<file path="config.mk">
export PLATFORM = sky130hd
export DESIGN_NAME = pll_reset_sequencer
export DESIGN_NICKNAME = d
export VERILOG_FILES = /design/src/rtl/pll_reset_sequencer.sv
export SDC_FILE = /design/constraint.sdc
export NUM_CORES = 1
export LEC_CHECK = 0
export ABC_AREA = 1
export CORE_UTILIZATION = 25
export CTS_BUF_LIST = sky130_fd_sc_hd__clkbuf_16
export CTS_CLUSTER_DIAMETER = 40
export DETAILED_ROUTE_END_ITERATION = 6
export PLACE_DENSITY_LB_ADDON = 0.08
export SYNTH_ARGS = -nofsm -noshare
export SYNTH_HDL_FRONTEND = slang
export SYNTH_SLANG_ARGS = --single-unit
export TNS_END_PERCENT = 5
</file>
<file path="constraint.sdc">
create_clock -name clock_in -period 2.42 [get_ports clock_in]
set_clock_uncertainty 0.2 [all_clocks]
set_input_delay 0.605 -clock clock_in [delete_from_list [all_inputs] [get_ports clock_in]]
set_output_delay 0.605 -clock clock_in [all_outputs]
set_load 0.02 [all_outputs]
</file>
<file path="src/rtl/pll_reset_sequencer.sv">
// Staged reset release driven by PLL lock: core first, video later, with lock-loss tracking.
// Optional PLL_RSTSEQ_SYNC_EN adds a 2-flop synchroniser on locked_in.
module pll_reset_sequencer #(
    parameter int STABLE_CYCLES = 1024,
    parameter int STAGE_DELAY   = 16,
    parameter int CNT_W         = 8
) (
    input  logic             clock_in,
    input  logic             rst_in,
    input  logic             locked_in,
    input  logic             clear_in,
    output logic             rst_core_out,
    output logic             rst_video_out,
    output logic             ready_out,
    output logic             lock_lost_out,
    output logic [CNT_W-1:0] loss_cnt_out
);

    localparam int MAX_CYC = (STABLE_CYCLES > STAGE_DELAY) ? STABLE_CYCLES : STAGE_DELAY;
    localparam int TIMER_W = $clog2(MAX_CYC) + 1;
    localparam logic [TIMER_W-1:0] STABLE_LAST = TIMER_W'(STABLE_CYCLES - 1);
    localparam logic [TIMER_W-1:0] DELAY_LAST  = TIMER_W'(STAGE_DELAY - 1);

    typedef enum logic [1:0] {WAIT_LOCK, STABLE, CORE_UP, RUN} state_t;

    state_t             state, state_nxt;
    logic [TIMER_W-1:0] timer, timer_nxt;
    logic               core_nxt, video_nxt, ready_nxt, flag_nxt;
    logic [CNT_W-1:0]   cnt_nxt;
    logic               loss;
    logic               lk;

    function automatic logic [CNT_W-1:0] sat_inc(input logic [CNT_W-1:0] v);
        return (&v) ? v : v + 1'b1;
    endfunction

`ifdef PLL_RSTSEQ_SYNC_EN
    logic sync_p0, sync_p1;

    always_ff @(posedge clock_in) begin
        if (rst_in) begin
            sync_p0 <= 1'b0;
            sync_p1 <= 1'b0;
        end else begin
            sync_p0 <= locked_in;
            sync_p1 <= sync_p0;
        end
    end

    assign lk = sync_p1;
`else
    assign lk = locked_in;
`endif

    always_ff @(posedge clock_in) begin
        if (rst_in) begin
            state         <= WAIT_LOCK;
            timer         <= '0;
            rst_core_out  <= 1'b1;
            rst_video_out <= 1'b1;
            ready_out     <= 1'b0;
            lock_lost_out <= 1'b0;
            loss_cnt_out  <= '0;
        end else begin
            state         <= state_nxt;
            timer         <= timer_nxt;
            rst_core_out  <= core_nxt;
            rst_video_out <= video_nxt;
            ready_out     <= ready_nxt;
            lock_lost_out <= flag_nxt;
            loss_cnt_out  <= cnt_nxt;
        end
    end

    always_comb begin
        state_nxt = state;
        timer_nxt = timer;
        core_nxt  = rst_core_out;
        video_nxt = rst_video_out;
        ready_nxt = ready_out;
        flag_nxt  = lock_lost_out;
        cnt_nxt   = loss_cnt_out;
        loss      = 1'b0;

        // Clear is applied before any loss event in the same cycle.
        if (clear_in) begin
            flag_nxt = 1'b0;
            cnt_nxt  = '0;
        end

        case (state)
            WAIT_LOCK: begin
                timer_nxt = '0;
                core_nxt  = 1'b1;
                video_nxt = 1'b1;
                ready_nxt = 1'b0;
                if (lk) state_nxt = STABLE;
            end
            STABLE: begin
                if (!lk) begin
                    state_nxt = WAIT_LOCK;
                    timer_nxt = '0;
                end else if (timer == STABLE_LAST) begin
                    state_nxt = CORE_UP;
                    core_nxt  = 1'b0;
                    timer_nxt = '0;
                end else begin
                    timer_nxt = timer + 1'b1;
                end
            end
            CORE_UP: begin
                if (!lk) begin
                    loss = 1'b1;
                end else if (timer == DELAY_LAST) begin
                    state_nxt = RUN;
                    video_nxt = 1'b0;
                    ready_nxt = 1'b1;
                    timer_nxt = '0;
                end else begin
                    timer_nxt = timer + 1'b1;
                end
            end
            RUN: begin
                if (!lk) loss = 1'b1;
            end
            default: state_nxt = WAIT_LOCK;
        endcase

        if (loss) begin
            state_nxt = WAIT_LOCK;
            timer_nxt = '0;
            core_nxt  = 1'b1;
            video_nxt = 1'b1;
            ready_nxt = 1'b0;
            flag_nxt  = 1'b1;
            cnt_nxt   = sat_inc(cnt_nxt);
        end
    end

endmodule

</file>
==> results of run 1 <==
==> kinds of logic (layout without fill, tap and decap cells) <==
group	count (synthesis)	count (layout)	synth area share (%)
mux	1	1	0.647
fa+ha+maj	8	8	6.47
buf+inv	34	56	9.38
compound gates	27	27	10.7
simple gates	103	103	36.5
xor+xnor	7	7	3.96
flops	25	25	32.3
==> power breakdown <==
| group | switching, mW | internal, mW |
|---|---|---|
| clock network | 0.153 | 0.221 |
| registers | 0.0379 | 0.454 |
| logic | 0.358 | 0.216 |
==> metrics by stage <==
stage                     area (um^2)  worst slack [ps]  std cells  hold slack [ps]
after global placement           1810              47.9        298              256
after CTS                        1890               296        302              264
after floorplan                  1550               445        205              308
after detailed placement         1810              17.6        298              251
final                            1890               290        302              262
after global routing             1890               117        302              310
==> state kept, by name (all words and copies together), names as in the netlist <==
register,count
loss_cnt_out,8
ready_out,1
state,2
rst_video_out,1
rst_core_out,1
lock_lost_out,1
timer,11
==> layer usage <==
layer	vias to the layer above	GRT usage [%]	part of all wire (%)
li1	682	-	-
met1	541	14.5	52
met2	14	16.5	44
met3	4	1.93	3.0
met4	0	5.36	1.6
met5	-	0	0
==> cells in the final DEF (no fill, tap or decap), drive strengths merged <==
cell type,Yosys,layout
nand2,45,45
nor2,42,42
inv,32,33
dfxtp,25,25
clkdlybuf4s50,0,15
o21ai,14,14
nand3,11,11
a21oi,10,10
ha,8,8
xor2,7,7
buf,2,5
clkbuf,0,3
nor3,2,2
or2,1,1
o211ai,1,1
mux2i,1,1
o21bai,1,1
nor3b,1,1
a211oi,1,1
nand4,1,1
==> cell type report <==
| class | instances | area (um^2) | area share, % |
|---|---|---|---|
| clock buffer | 3 | 75.1 | 3.98 |
| clock inverter | 1 | 3.75 | 0.199 |
| inverter | 32 | 123 | 6.50 |
| multi-input combinational | 146 | 902 | 47.8 |
| sequential | 25 | 500 | 26.5 |
| tap | 75 | 93.8 | 4.98 |
| timing repair buffer | 20 | 188 | 9.95 |
==> worst paths after layout <==
kind	from	endpoint	slack, ps	cells after the start
setup / recovery	clear_in	loss_cnt_out[5]$_SDFF_PP0_	290	9
hold / removal	ready_out$_SDFFE_PP0P_	ready_out$_SDFFE_PP0P_	260	2
setup reg to reg	state[0]$_SDFFE_PP0P_	timer[6]$_SDFFE_PP0P_	420	7
hold reg to reg	ready_out$_SDFFE_PP0P_	ready_out$_SDFFE_PP0P_	260	2
==> worst reg2reg max path: stages (launching register included) <==
cell and delay [ps]:
sky130_fd_sc_hd__dfxtp_1 420, sky130_fd_sc_hd__inv_1 110, sky130_fd_sc_hd__ha_1 360, sky130_fd_sc_hd__o21ai_4 270, sky130_fd_sc_hd__inv_2 110, sky130_fd_sc_hd__nor2_8 190
sky130_fd_sc_hd__nand2_1 120, sky130_fd_sc_hd__nor3_1 160
==> results by stage, run 1 <==
Outcome:
- The flow ran to the end, and the final reports show no timing, DRC or antenna violations.

Clocking:
- Counting the buffers created by CTS gives 3.
- Clock-pin slew was measured on the worst setup and hold paths at 60 ps.
- The cell at the root of the clock tree is sky130_fd_sc_hd__clkbuf_16.
- CTS saw 25 sinks.
- The longest clock path from root to sink contains 2 buffers.
- The H-tree depth reported by CTS is 1.
- In this run, post-CTS hold repair placed 0 buffers.
- The TritonCTS clock tree is built.
- For the worst-skew pair, the clock arrives at the later sink with an insertion delay of 260 ps.
- Gates resized during post-CTS repair numbered 0.
- Post-CTS timing repair inserted 0 buffers for setup.

Global routing:
- The initial antenna violation count is 0.
- After global routing the overflow that remains totals 0.
- The first global-routing pass estimated 5400 um of wire.
- The total global-route track usage is 10.8%.
- The maximum number of pins on one net before global-route repair is 14.
- The via count of the first global-routing pass came to 1205.

Setup path:
- The launching element type of the critical path is a primary input.
- Together, buffers and inverters on the worst path number 1.
- On the critical path the largest part of the delay comes from simple AND/OR/NAND/NOR gates.
- The signal on the critical path passes through clkdlybuf4s50_1, nor2_1, ha_1, nand3_2, nor2_4, a21oi_4, nand2_1, xor2_1, nor2_1.
- At the worst endpoint, the required time is 2380 ps.
- The worst setup path is of the in -> reg kind.
- The slowest cell on the critical path is sky130_fd_sc_hd__clkdlybuf4s50_1.
- The signal arrival time at the worst endpoint is 2090 ps.
- Among the stages of the critical path, the cell type that occurs most often is sky130_fd_sc_hd__nor2_1.
- In this run the worst path has a maximum fanout of 8.
- STA classifies the critical path endpoint as a flop.
- The largest single stage delay on the critical path is 440 ps.

Synth:
- Synthesis produced a netlist whose cell count is 205.
- The commonest cells after synthesis are 36 x sky130_fd_sc_hd__nand2_1, 27 x sky130_fd_sc_hd__inv_1, 25 x sky130_fd_sc_hd__dfxtp_1.
- The netlist uses 29 different library cells.
- The number of synthesized register bits is 25.
- Yosys instantiated no cell more often than sky130_fd_sc_hd__nand2_1.
- The async set-or-reset flop fraction in the synthesized netlist is 0%.
- For this run, the number of Yosys warnings is 0.
- The cell area after synthesis is 1550 um^2.
- The number of nets in the synthesized netlist is 217.
- Sequential elements use 32.3% of the synthesized area.
- By area the synthesized netlist is led by sky130_fd_sc_hd__dfxtp_1 32%, sky130_fd_sc_hd__nand2_1 8.7%, sky130_fd_sc_hd__inv_1 6.5%.
- The fraction of synthesized cell area taken by the top area cell type is 32.3%.
- Of all cell types, the one taking the most synthesized area is sky130_fd_sc_hd__dfxtp_1.
- Yosys mapped a number of flops with a built-in enable equal to 0.
- The predominant post-synthesis flop cell is sky130_fd_sc_hd__dfxtp_1.
- The post-synthesis area per instance is 7.55 um^2.

Layout:
- The final net count is 240.
- 0 antenna diodes ended up in the layout.
- The fraction of layout instances using a drive strength above 1 is 19.8%.
- The utilization after layout is 31.7%.
- The number of filler cells placed in the layout is 652.
- The signed area change from the synthesized netlist to the final layout is 21.8%.

Timing:
- Of the available clock period, the critical path in the final layout requires 88.0%.
- For the pin with the worst max-slew slack, the measured transition is 442 ps.
- The final-report hold violation count was 0.
- Setup repair after global routing left no endpoint under its margin.
- The post-layout minimum cycle time is 2130 ps.
- The max-slew headroom at the worst pin is 70.5%.
- The final-layout setup total negative slack is 0 ps.
- The number of failing setup endpoints in the final timing report is 0.
- The final-report max-slew violation count is 0.
- The highest clock frequency the design can meet is 469 MHz.

Floorplanning:
- Once the floorplan was initialized, standard cells occupied 26.0% of the core.
- The number of rows in the core area is 28.
- From bottom edge to top edge, the die measures 80.7 um.
- The number of placed I/O pins is 16.
- The standard cell core area is 5960 um^2.
- The area of the die is 6510 um^2.
- The die is 80.7 um wide.

Worst hold path:
- The worst min-delay path category is reg -> reg.

Routing:
- The routed wire length per instance is 10.0 um.
- For this run, design rule violations remaining after detail routing come to 0.
- The vias after detailed routing is 1241.
- For this run, the detailed router's first-pass iteration total came to 4.
- For this block, the initial DRC count from the detailed router was 24.
- The total length of routed wires is 3030 um.
- The residual antenna-violating net count after detailed routing is 0.
- After detailed routing, the number of vias per cell comes to 4.11.

Place:
- After legalization and detailed placement, the total HPWL measured 2370 um.
- The final estimated routing congestion in global placement is 0.719.
- Input and output buffers added on the ports amount to 15.

Power:
- Dividing total power by cell area gives a power density of 764 nW/um^2.
- IR analysis of the VDD net gives a maximum drop of 470 uV.
- The reported leakage power is 0.748 nW.
- The overall power is 1.44 mW.

Flow run:
- Max-cap violations in this run came to 0.
(Power assumes the default switching activity.)
==> run 2: changes to the inputs <==
clock period = 2.06 ns   (was 2.42 ns; I/O delays follow)
==> results by stage, run 2 (synthesized netlist as in run 1, its figures left out) <==
Outcome:
- The run finished with clean final reports.

Timing:
- The highest clock frequency the design can meet is 501 MHz.
- The worst-margin pin slew is 374 ps (-68.0 ps).
- Setup repair after global routing left no endpoint under its margin.
- For the finished layout, the period the worst path requires is 2000 ps.
- The final-layout worst hold slack was 261 ps (-1.09 ps).
- The final-report hold violation count is 0 (unchanged).
- The final critical-path share of the clock period is 96.9%.
- The final-report max-slew violation count is 0 (unchanged).
- The max-slew headroom at the worst pin is 75.0% (+4.5 points).
- The number of failing setup endpoints in the final timing report came to 0 (unchanged).

Clocking:
- The number of buffers created by CTS is 3 (unchanged).
- The maximum number of buffers from clock root to sink is 2 (unchanged).
- The clock sink total is 25 (unchanged).
- The clock latency reported for the late side of the worst-skew pair was 260 ps (about the same).
- The TritonCTS clock tree is built.
- The cell at the root of the clock tree is sky130_fd_sc_hd__clkbuf_16.
- The post-CTS clock slew at the launch and capture registers of the worst setup and hold paths is 70 ps (about the same).
- The H-tree depth reported by CTS is 1 (unchanged).

Layout:
- The number of filler cells placed in the layout is 663 (+1.7%).
- Relative to the synthesized area, the layout overhead comes to 31.0%.
- The utilization after layout is 34.1% (+2.4 points).
- The largest registers in the layout are timer: 11 flops, loss_cnt_out: 8 flops, state: 2 flops.
- The flip-flop count of the largest register, all copies and words added is 11 (unchanged).
- The area used by multi-input combinational logic is 910 um^2 (+0.83%).
- Leaving out fill and tap cells, the most frequent cell in the layout is sky130_fd_sc_hd__nand2_1.
- The most flop-heavy register is timer.
- The number of antenna cells inserted came to 0 (unchanged).
- The fraction of layout instances using a drive strength above 1 is 26.3% (+6.5 points).
- The final net count is 256 (+6.7%).
- The library cells used most frequently in the layout, excluding fill and tap cells, are 36 x sky130_fd_sc_hd__nand2_1, 28 x sky130_fd_sc_hd__inv_1, 25 x sky130_fd_sc_hd__dfxtp_1, 22 x sky130_fd_sc_hd__nor2_1, 20 x sky130_fd_sc_hd__buf_4.
- The flip-flop and latch area is 500 um^2 (unchanged).

Routing:
- The routed wire length per instance is 9.68 um (-3.5%).
- The topmost layer with routed signal wires is met4.
- The vias after detailed routing is 1283 (+3.4%).
- The number of DRC markers in iteration 0 is 20 (-17%).
- The vias per cell is 4.03 (-1.8%).
- The residual antenna-violating net count after detailed routing is 0 (unchanged).
- The routed length on met2 is 1360 um (+3.2%).
- The routed length on met3 is 82 um (-11%).
- The total length of routed wires was 3080 um (+1.6%).
- The DRC violation count after routing is 0 (unchanged).
- The number of iterations in the first detailed-routing pass is 4 (unchanged).
- The met1 wire length is 1570 um (+0.13%).

Worst hold path:
- The worst hold path belongs to the class reg -> reg.

Setup path:
- Walking the worst path, the cells encountered are clkdlybuf4s50_1.
- The data required time at the worst endpoint is 1340 ps (-1040 ps).
- The top fanout value on the critical path is 4 (-4).
- The minimum setup slack among reg-to-reg paths is 250 ps (-170 ps).
- The category of the worst setup path capture point is an output pin.
- The count of buffer and inverter cells on the critical path is 1 (unchanged).
- STA classifies the critical path startpoint as a flop.
- The type of the worst setup path is reg -> out.
- The cell family contributing the most delay on the critical path is buffers and inverters.
- The slowest cell on the critical path is sky130_fd_sc_hd__clkdlybuf4s50_1.
- The signal arrival time at the worst endpoint is 1280 ps (-810 ps).
- The biggest cell delay along the critical path is 630 ps (+190 ps).

Power:
- The reported leakage power came to 0.836 nW (+12%).
- The total net switching power is 0.655 mW (+19%).
- The proportion of total power due to net switching is 36.9% (-1.2 points).
- The combinational share of power is 43.6% (+3.8 points).
- The design internal power was 1.12 mW (+26%).
- The power share of the sequential group is 32.0% (-2.2 points).
- The power density relative to cell area is 875 nW/um^2 (+15%).
- The clock share of power came to 24.4% (-1.6 points).
- The peak supply drop came to 441 uV (-6.2%).

Flow run:
- The max-cap check violation count was 0 (unchanged).

Global routing:
- The total global-route track usage was 10.9% (+0.045 points).
- The leftover overflow at the end of global routing is 0 (unchanged).
- The initial antenna violation count was 0 (unchanged).
- The via count of the first global-routing pass was 1210 (+0.41%).
- The maximum number of pins on one net before global-route repair is 14 (unchanged).
- The global-route wire length before repair was 5410 um (+0.26%).

Place:
- The count of input and output buffers is 15 (unchanged).
- The HPWL after detailed placement came to 2470 um (+4.3%).
- The final estimated routing congestion in global placement came to 0.710 (-1.3%).

Floorplanning:
- The area of the die came to 6510 um^2 (unchanged).
- The number of rows in the core area was 28 (unchanged).
- The initial standard-cell utilization of the core is 26.0% (unchanged).
- The vertical die dimension is 80.7 um (unchanged).
- The die span in x is 80.7 um (unchanged).
- The standard cell core area was 5960 um^2 (unchanged).
- The number of placed I/O pins is 16 (unchanged).
## run 2: cell count changes in the layout (fill, tap and decap cells not counted), sizes merged
cell and delta:
buf +16, dlymetal6s2s +1, clkdlybuf4s50 -1
## run 2: what timing repair did
action	in CTS	in global routing
hold buffers	0	0
setup endpoints to repair	0	7
resized for setup	0	4
setup buffers	0	2
## run 2: worst paths after layout
kind,startpoint,depth (start not counted),end
min reg2reg,lock_lost_out$_SDFFE_PP0P_,2,lock_lost_out$_SDFFE_PP0P_
max reg2reg,state[0]$_SDFFE_PP0P_,8,timer[9]$_SDFFE_PP0P_
max,loss_cnt_out[4]$_SDFF_PP0_,1,loss_cnt_out[4]
min,lock_lost_out$_SDFFE_PP0P_,2,lock_lost_out$_SDFFE_PP0P_
## run 2: final cells by class
class                      count  area share, %
timing repair buffer          36           15.9
multi-input combinational    146           44.8
clock inverter                 1          0.185
inverter                      32           6.05
tap                           75           4.63
clock buffer                   3           3.70
sequential                    25           24.7
## run 2: metal layers
layer | up-vias | track usage (%)
met5 | - | 0
met3 | 4 | 1.82
met2 | 14 | 17.5
li1 | 713 | -
met1 | 552 | 13.9
met4 | 0 | 5.36
## run 2: per-stage QoR
stage / cells / power [mW] / area, um^2 / setup slack (ps) / TNS, ps
2_1_floorplan: 205 / 1.11 / 1550 / 175 / 0
3_3_place_gp: 312 / 1.37 / 1920 / -216 / -2370
3_5_place_dp: 312 / 1.36 / 1920 / -240 / -2330
4_1_cts: 316 / 1.82 / 2000 / 34.7 / 0
5_1_grt: 318 / 1.93 / 2030 / 25.9 / 0
6_report: 318 / 1.77 / 2030 / 63.0 / 0
## run 2: power groups by stage
stage                     combinational (mW)  clock, mW  sequential (mW)
after detailed placement               0.782          0            0.580
after global placement                 0.788          0            0.580
after CTS                              0.785      0.463            0.568
after global routing                   0.876      0.478            0.577
final                                  0.774      0.434            0.567
after floorplan                        0.500          0            0.611
==> run 3: changes to the inputs <==
CORE_UTILIZATION = 50   (was 25)
==> results by stage, run 3 (synthesized netlist as in run 1, its figures left out) <==
Routing:
- The DRC violation count after routing came to 2 (+2).
- The number of DRC markers in iteration 0 is 43 (+110%).
- The vias after detailed routing is 1351 (+5.3%).
- The routed wire length per instance is 11.5 um (+18%).
- The vias per cell is 4.99 (+24%).
- The residual antenna-violating net count after detailed routing came to 0 (unchanged).
- The total length of routed wires is 3110 um (+0.91%).
- The number of iterations in the first detailed-routing pass is 6 (+2).

Layout:
- More flip-flops sit in one register than any other, and that register is timer.
- The flip-flop and latch area is 500 um^2 (unchanged).
- The number of filler cells placed in the layout came to 245 (-63%).
- The flip-flop count of the largest register, all copies and words added was 11 (unchanged).
- The final net count was 253 (-1.2%).
- The fraction of layout instances using a drive strength above 1 is 26.7% (+0.33 points).
- The library cells used most frequently in the layout, excluding fill and tap cells, are 36 x sky130_fd_sc_hd__nand2_1, 27 x sky130_fd_sc_hd__inv_1, 25 x sky130_fd_sc_hd__dfxtp_1, 22 x sky130_fd_sc_hd__nor2_1, 16 x sky130_fd_sc_hd__buf_4.
- The largest registers in the layout are timer: 11 flops, loss_cnt_out: 8 flops, state: 2 flops.
- The utilization after layout was 68.9% (+35 points).
- The number of antenna cells inserted came to 0 (unchanged).
- Relative to the synthesized area, the layout overhead comes to 26.9%.
- The commonest non-fill, non-tap cell in the layout is sky130_fd_sc_hd__nand2_1.
- The area used by multi-input combinational logic is 930 um^2 (+2.2%).

Setup path:
- The count of buffer and inverter cells on the critical path is 1 (unchanged).
- The minimum setup slack among reg-to-reg paths is 180 ps (-70 ps).
- Among all stages on the critical path, the largest delay is contributed by sky130_fd_sc_hd__clkdlybuf4s50_1.
- The category of the worst setup path capture point is an output pin.
- The critical path's top delay family is buffers and inverters.
- The top fanout value on the critical path is 4 (unchanged).
- The biggest cell delay along the critical path is 630 ps (about the same).
- The type of the worst setup path is reg -> out.
- The data required time at the worst endpoint is 1340 ps (about the same).
- STA classifies the critical path startpoint as a flop.
- The signal on the critical path passes through clkdlybuf4s50_1.
- The signal arrival time at the worst endpoint is 1290 ps (about the same).

Floorplanning:
- The number of rows in the core area is 19 (-32%).
- The area of the die is 3320 um^2 (-49%).
- The vertical die dimension came to 57.6 um (-29%).
- The number of placed I/O pins was 16 (unchanged).
- The die span in x is 57.6 um (-29%).
- The standard cell core area is 2850 um^2 (-52%).
- The initial standard-cell utilization of the core is 54.3% (+28 points).

Global routing:
- The most congested layer reported by global routing is met2.
- The initial antenna violation count came to 0 (unchanged).
- The via count of the first global-routing pass is 1338 (+11%).
- The leftover overflow at the end of global routing is 0 (unchanged).
- The total global-route track usage came to 20.8% (+9.9 points).
- The global-route wire length before repair is 5430 um (+0.39%).
- The maximum number of pins on one net before global-route repair was 15 (+1).
- The met2 layer usage reported by global route is 36.5% (+19 points).
- The global-route met3 utilization is 4.91% (+3.1 points).
- The fraction of met1 tracks used by global routing was 24.1% (+10 points).

Timing:
- The final-report hold violation count is 0 (unchanged).
- The final-report max-slew violation count is 0 (unchanged).
- The final worst slack is 58.0 ps (-5.02 ps).
- The final critical-path share of the clock period is 97.2% (+0.24 points).
- The final-layout worst hold slack was 263 ps (+2.47 ps).
- The highest clock frequency the design can meet came to 500 MHz (-0.25%).
- The number of failing setup endpoints in the final timing report is 0 (unchanged).
- The worst-margin pin slew is 307 ps (-67.0 ps).
- The max-slew headroom at the worst pin is 79.4% (+4.4 points).
- The post-layout minimum cycle time was 2000 ps (+5.02 ps).
- Setup repair after global routing left no endpoint under its margin.

Power:
- The total net switching power is 0.666 mW (+1.7%).
- The combinational share of power was 42.4% (-1.2 points).
- The reported leakage power is 0.817 nW (-2.4%).
- The clock share of power is 24.6% (+0.2 points).
- The peak supply drop is 681 uV (+55%).
- The overall power is 1.76 mW (-0.79%).
- The proportion of total power due to net switching was 37.8% (+0.91 points).
- The power density relative to cell area is 896 nW/um^2 (+2.4%).
- The power share of the sequential group is 33.0% (+1.0 points).
- The design internal power is 1.09 mW (-2.2%).

Clocking:
- The number of buffers created by CTS came to 3 (unchanged).
- The clock sink total is 25 (unchanged).
- The hold buffer count at cts is 0 (unchanged).
- The clock latency reported for the late side of the worst-skew pair is 260 ps (about the same).
- TritonCTS built the clock tree.
- The H-tree depth reported by CTS was 1 (unchanged).
- The post-CTS clock slew at the launch and capture registers of the worst setup and hold paths is 60 ps (about the same).
- In this run the clock root is driven by a sky130_fd_sc_hd__clkbuf_16.
- The maximum number of buffers from clock root to sink is 2 (unchanged).

Place:
- The minimum setup slack after placement is -226 ps (+13.7 ps).
- The final estimated routing congestion in global placement is 0.830 (+17%).
- The count of input and output buffers is 15 (unchanged).
- The HPWL after detailed placement came to 2340 um (-5.3%).

Outcome:
- The final reports fail on DRC.
- The flow ran to the end, but the final reports show violations.

Flow run:
- The max-cap check violation count was 0 (unchanged).

Worst hold path:
- In this run the worst hold path is classified as reg -> reg.
-- run 3: cell count changes in the layout (fill, tap and decap cells not counted), sizes merged --
cell	previous run	this run
buf	21	17
a21oi	10	11
clkinv	0	1
inv	33	32
-- run 3: area by class of cell --
class / count / area share, %
Clock buffer: 3 / 3.82
Inverter: 32 / 6.24
Sequential cell: 25 / 25.5
Timing Repair Buffer: 32 / 14.9
Tap cell: 31 / 1.97
Clock inverter: 1 / 0.255
Multi-Input combinational cell: 147 / 47.3
-- run 3: repair_timing --
item / 4_1_cts / 5_1_grt
setup buffers: 0 / 0
setup endpoints to repair: 0 / 19
gates resized for setup: 0 / 7
-- run 3: final timing paths --
kind | from | to | cells after the start
hold reg to reg | ready_out$_SDFFE_PP0P_ | ready_out$_SDFFE_PP0P_ | 2
hold / removal | ready_out$_SDFFE_PP0P_ | ready_out$_SDFFE_PP0P_ | 2
setup reg to reg | state[0]$_SDFFE_PP0P_ | timer[10]$_SDFFE_PP0P_ | 8
setup / recovery | loss_cnt_out[4]$_SDFF_PP0_ | loss_cnt_out[4] | 1
-- run 3: metal layers --
| metal | up-vias | routed length (um) |
|---|---|---|
| met4 | 0 | 51 |
| met1 | 608 | 1360 |
| met3 | 7 | 115 |
| met5 | - | 0 |
| li1 | 707 | - |
| met2 | 29 | 1580 |
-- run 3: per-stage QoR --
stage                     instances  instance area (um^2)  setup TNS, ps
after global placement          266                  1850          -1300
after detailed placement        266                  1850          -1980
after global routing            271                  1960              0
final                           271                  1960              0
after CTS                       270                  1930              0
after floorplan                 205                  1550              0
-- run 3: power groups by stage --
stage | logic (mW) | registers, mW | clock network [mW]
detailed placement | 0.722 | 0.592 | 0
global placement | 0.703 | 0.588 | 0
CTS | 0.725 | 0.581 | 0.441
floorplan | 0.500 | 0.611 | 0
finish | 0.747 | 0.581 | 0.433
global route | 0.837 | 0.591 | 0.462
==> RTL edit, RTL diff (flow settings as in run 2) <==
The 4 states of `state_t` get a Gray code encoding in 2 bits.
--- a/src/rtl/pll_reset_sequencer.sv
+++ b/src/rtl/pll_reset_sequencer.sv
@@ -21,7 +21,7 @@
     localparam logic [TIMER_W-1:0] STABLE_LAST = TIMER_W'(STABLE_CYCLES - 1);
     localparam logic [TIMER_W-1:0] DELAY_LAST  = TIMER_W'(STAGE_DELAY - 1);
 
-    typedef enum logic [1:0] {WAIT_LOCK, STABLE, CORE_UP, RUN} state_t;
+    typedef enum logic [1:0] {WAIT_LOCK = 2'b00, STABLE = 2'b01, CORE_UP = 2'b11, RUN = 2'b10} state_t;
 
     state_t             state, state_nxt;
     logic [TIMER_W-1:0] timer, timer_nxt;
Formal check against the unedited RTL: no difference found for any inputs over 10 cycles, from zero or initial values and one cycle with rst_in high; not proved beyond that.
==> RTL edit against run 2 <==
- total power is 1.4% higher
- synthesized area is 2.4% lower
- wire length is 23% higher
- core utilization is 1.6 points higher
- hold slack better by 3.0 ps
- sequential power is 1% lower
- sequential cell count stayed put
- cell area is 0.12% lower
- setup slack better by 13 ps
- non-clock buffer count is 6 higher
- critical endpoint unchanged
==> RTL edit: results (changes against run 2) <==
metric,value,unit,change
outcome,finished clean,,unchanged
P_leak,0.890,nW,was 0.836 nW
drt wl/cell,11.2,um,was 9.68 um
Non-clock inverters,33,,was 32
depth of the worst register-to-register path,8,,unchanged
worst slew margin relative to its limit,78.1,%,was 75.0%
"Max FO, Critical Path",3,,was 4
row count,27,,was 28
sequential power,0.560,mW,was 0.567 mW
post-synthesis mux area share,0,%,was 0.647%
Post-Syn Nets,230,,was 217
Placement Cell Area,0.00194,mm2,was 0.00192 mm2
power in the clock group,0.449,mW,was 0.434 mW
Non-Clock Buffer Area Fraction,17.5,%,was 15.9%
number of fill cells,623,,was 663
Yosys warning total,0,,unchanged
DRC marker count from the first detailed-route iteration,92,,was 20
Final Power,1.80,mW,was 1.77 mW
worst reg2reg path endpoint,timer[10]$_SDFFE_PP0P_,,was timer[9]$_SDFFE_PP0P_
"Cell Count, Final, Fillers Out",337,,was 318
routability congestion estimate,0.823,,was 0.710
"synthesized-area fraction occupied by ao, oa, aoi and oai cells",9.53,%,was 10.7%
critical register-to-register path startpoint,timer[1]$_SDFFE_PP0P_,,was state[0]$_SDFFE_PP0P_
routed wl met2,1700,um,was 1360 um
proportion of cell area occupied by multi-input gates,43.2,%,was 44.8%
M1 wire length,1930,um,was 1570 um
Plain + repair buffers,42,,was 36
global-route wire length before repair,6550,um,was 5410 um
Area contributors post-synth,"sky130_fd_sc_hd__dfxtp_1 (33%), sky130_fd_sc_hd__nand2_1 (13%), sky130_fd_sc_hd__inv_1 (6.7%), sky130_fd_sc_hd__nor2_1 (6.7%), sky130_fd_sc_hd__ha_1 (5.0%)",,"was sky130_fd_sc_hd__dfxtp_1 (32%), sky130_fd_sc_hd__nand2_1 (8.7%), sky130_fd_sc_hd__inv_1 (6.5%), sky130_fd_sc_hd__ha_1 (6.5%), sky130_fd_sc_hd__nor2_1 (5.8%)"
multi-input combinational gate total,161,,was 146
synthesized-area fraction occupied by adder cells,4.97,%,was 6.47%
via count of the first global-routing pass,1448,,was 1210
switch share,37.4,%,was 36.9%
xor and xnor fraction of the mapped netlist area,1.74,%,was 3.96%
final-stage net count,276,,was 256
post-DP HPWL,2950,um,was 2470 um
overall track demand over capacity in global routing,13.5,%,was 10.9%
"Largest delay share family, worst path",buffers and inverters,,unchanged
commonest cells in the synthesized netlist,"sky130_fd_sc_hd__nand2_1 (53), sky130_fd_sc_hd__inv_1 (27), sky130_fd_sc_hd__nor2_1 (27)",,"was sky130_fd_sc_hd__nand2_1 (36), sky130_fd_sc_hd__inv_1 (27), sky130_fd_sc_hd__dfxtp_1 (25)"
hold-critical path endpoint,ready_out$_SDFFE_PP0P_,,was lock_lost_out$_SDFFE_PP0P_
part of the Yosys area used for sequential elements,33.1,%,was 32.3%
number of cells after detailed placement,333,,was 312
routed length on met3,101,um,was 82 um
Unique masters post-synth,28,,was 29
startpoint of the lowest-slack hold path,ready_out$_SDFFE_PP0P_,,was lock_lost_out$_SDFFE_PP0P_
share of layout cells above drive strength 1,21.5,%,was 26.3%
vias after detailed routing,1450,,was 1283
RTL edit: cell types whose count changed after synthesis, moves of 3 or more:
| cell | run 2 | this run |
|---|---|---|
| sky130_fd_sc_hd__nand2_1 | 36 | 53 |
| sky130_fd_sc_hd__nor2_2 | 10 | 2 |
| sky130_fd_sc_hd__nand3_1 | 8 | 15 |
| sky130_fd_sc_hd__nand4_1 | 1 | 8 |
| sky130_fd_sc_hd__nor2_4 | 6 | 2 |
| sky130_fd_sc_hd__xor2_1 | 7 | 3 |
| sky130_fd_sc_hd__nor2_1 | 24 | 27 |
RTL edit: routing by layer:
metal | vias to the layer above | global-route usage, %
li1 | 795 | -
met1 | 634 | 17.1
met2 | 16 | 22.1
met3 | 5 | 3.09
met4 | 0 | 5.09
met5 | - | 0
RTL edit: cells by family (layout without fill, tap and decap cells):
group | after synthesis | in the layout
DFF | 25 | 25
AOI/OAI and AO/OA | 25 | 25
buffers and inverters | 34 | 79
xor gates and xnor gates | 3 | 3
and+or+nand+nor | 127 | 127
adders and majority gates | 6 | 6
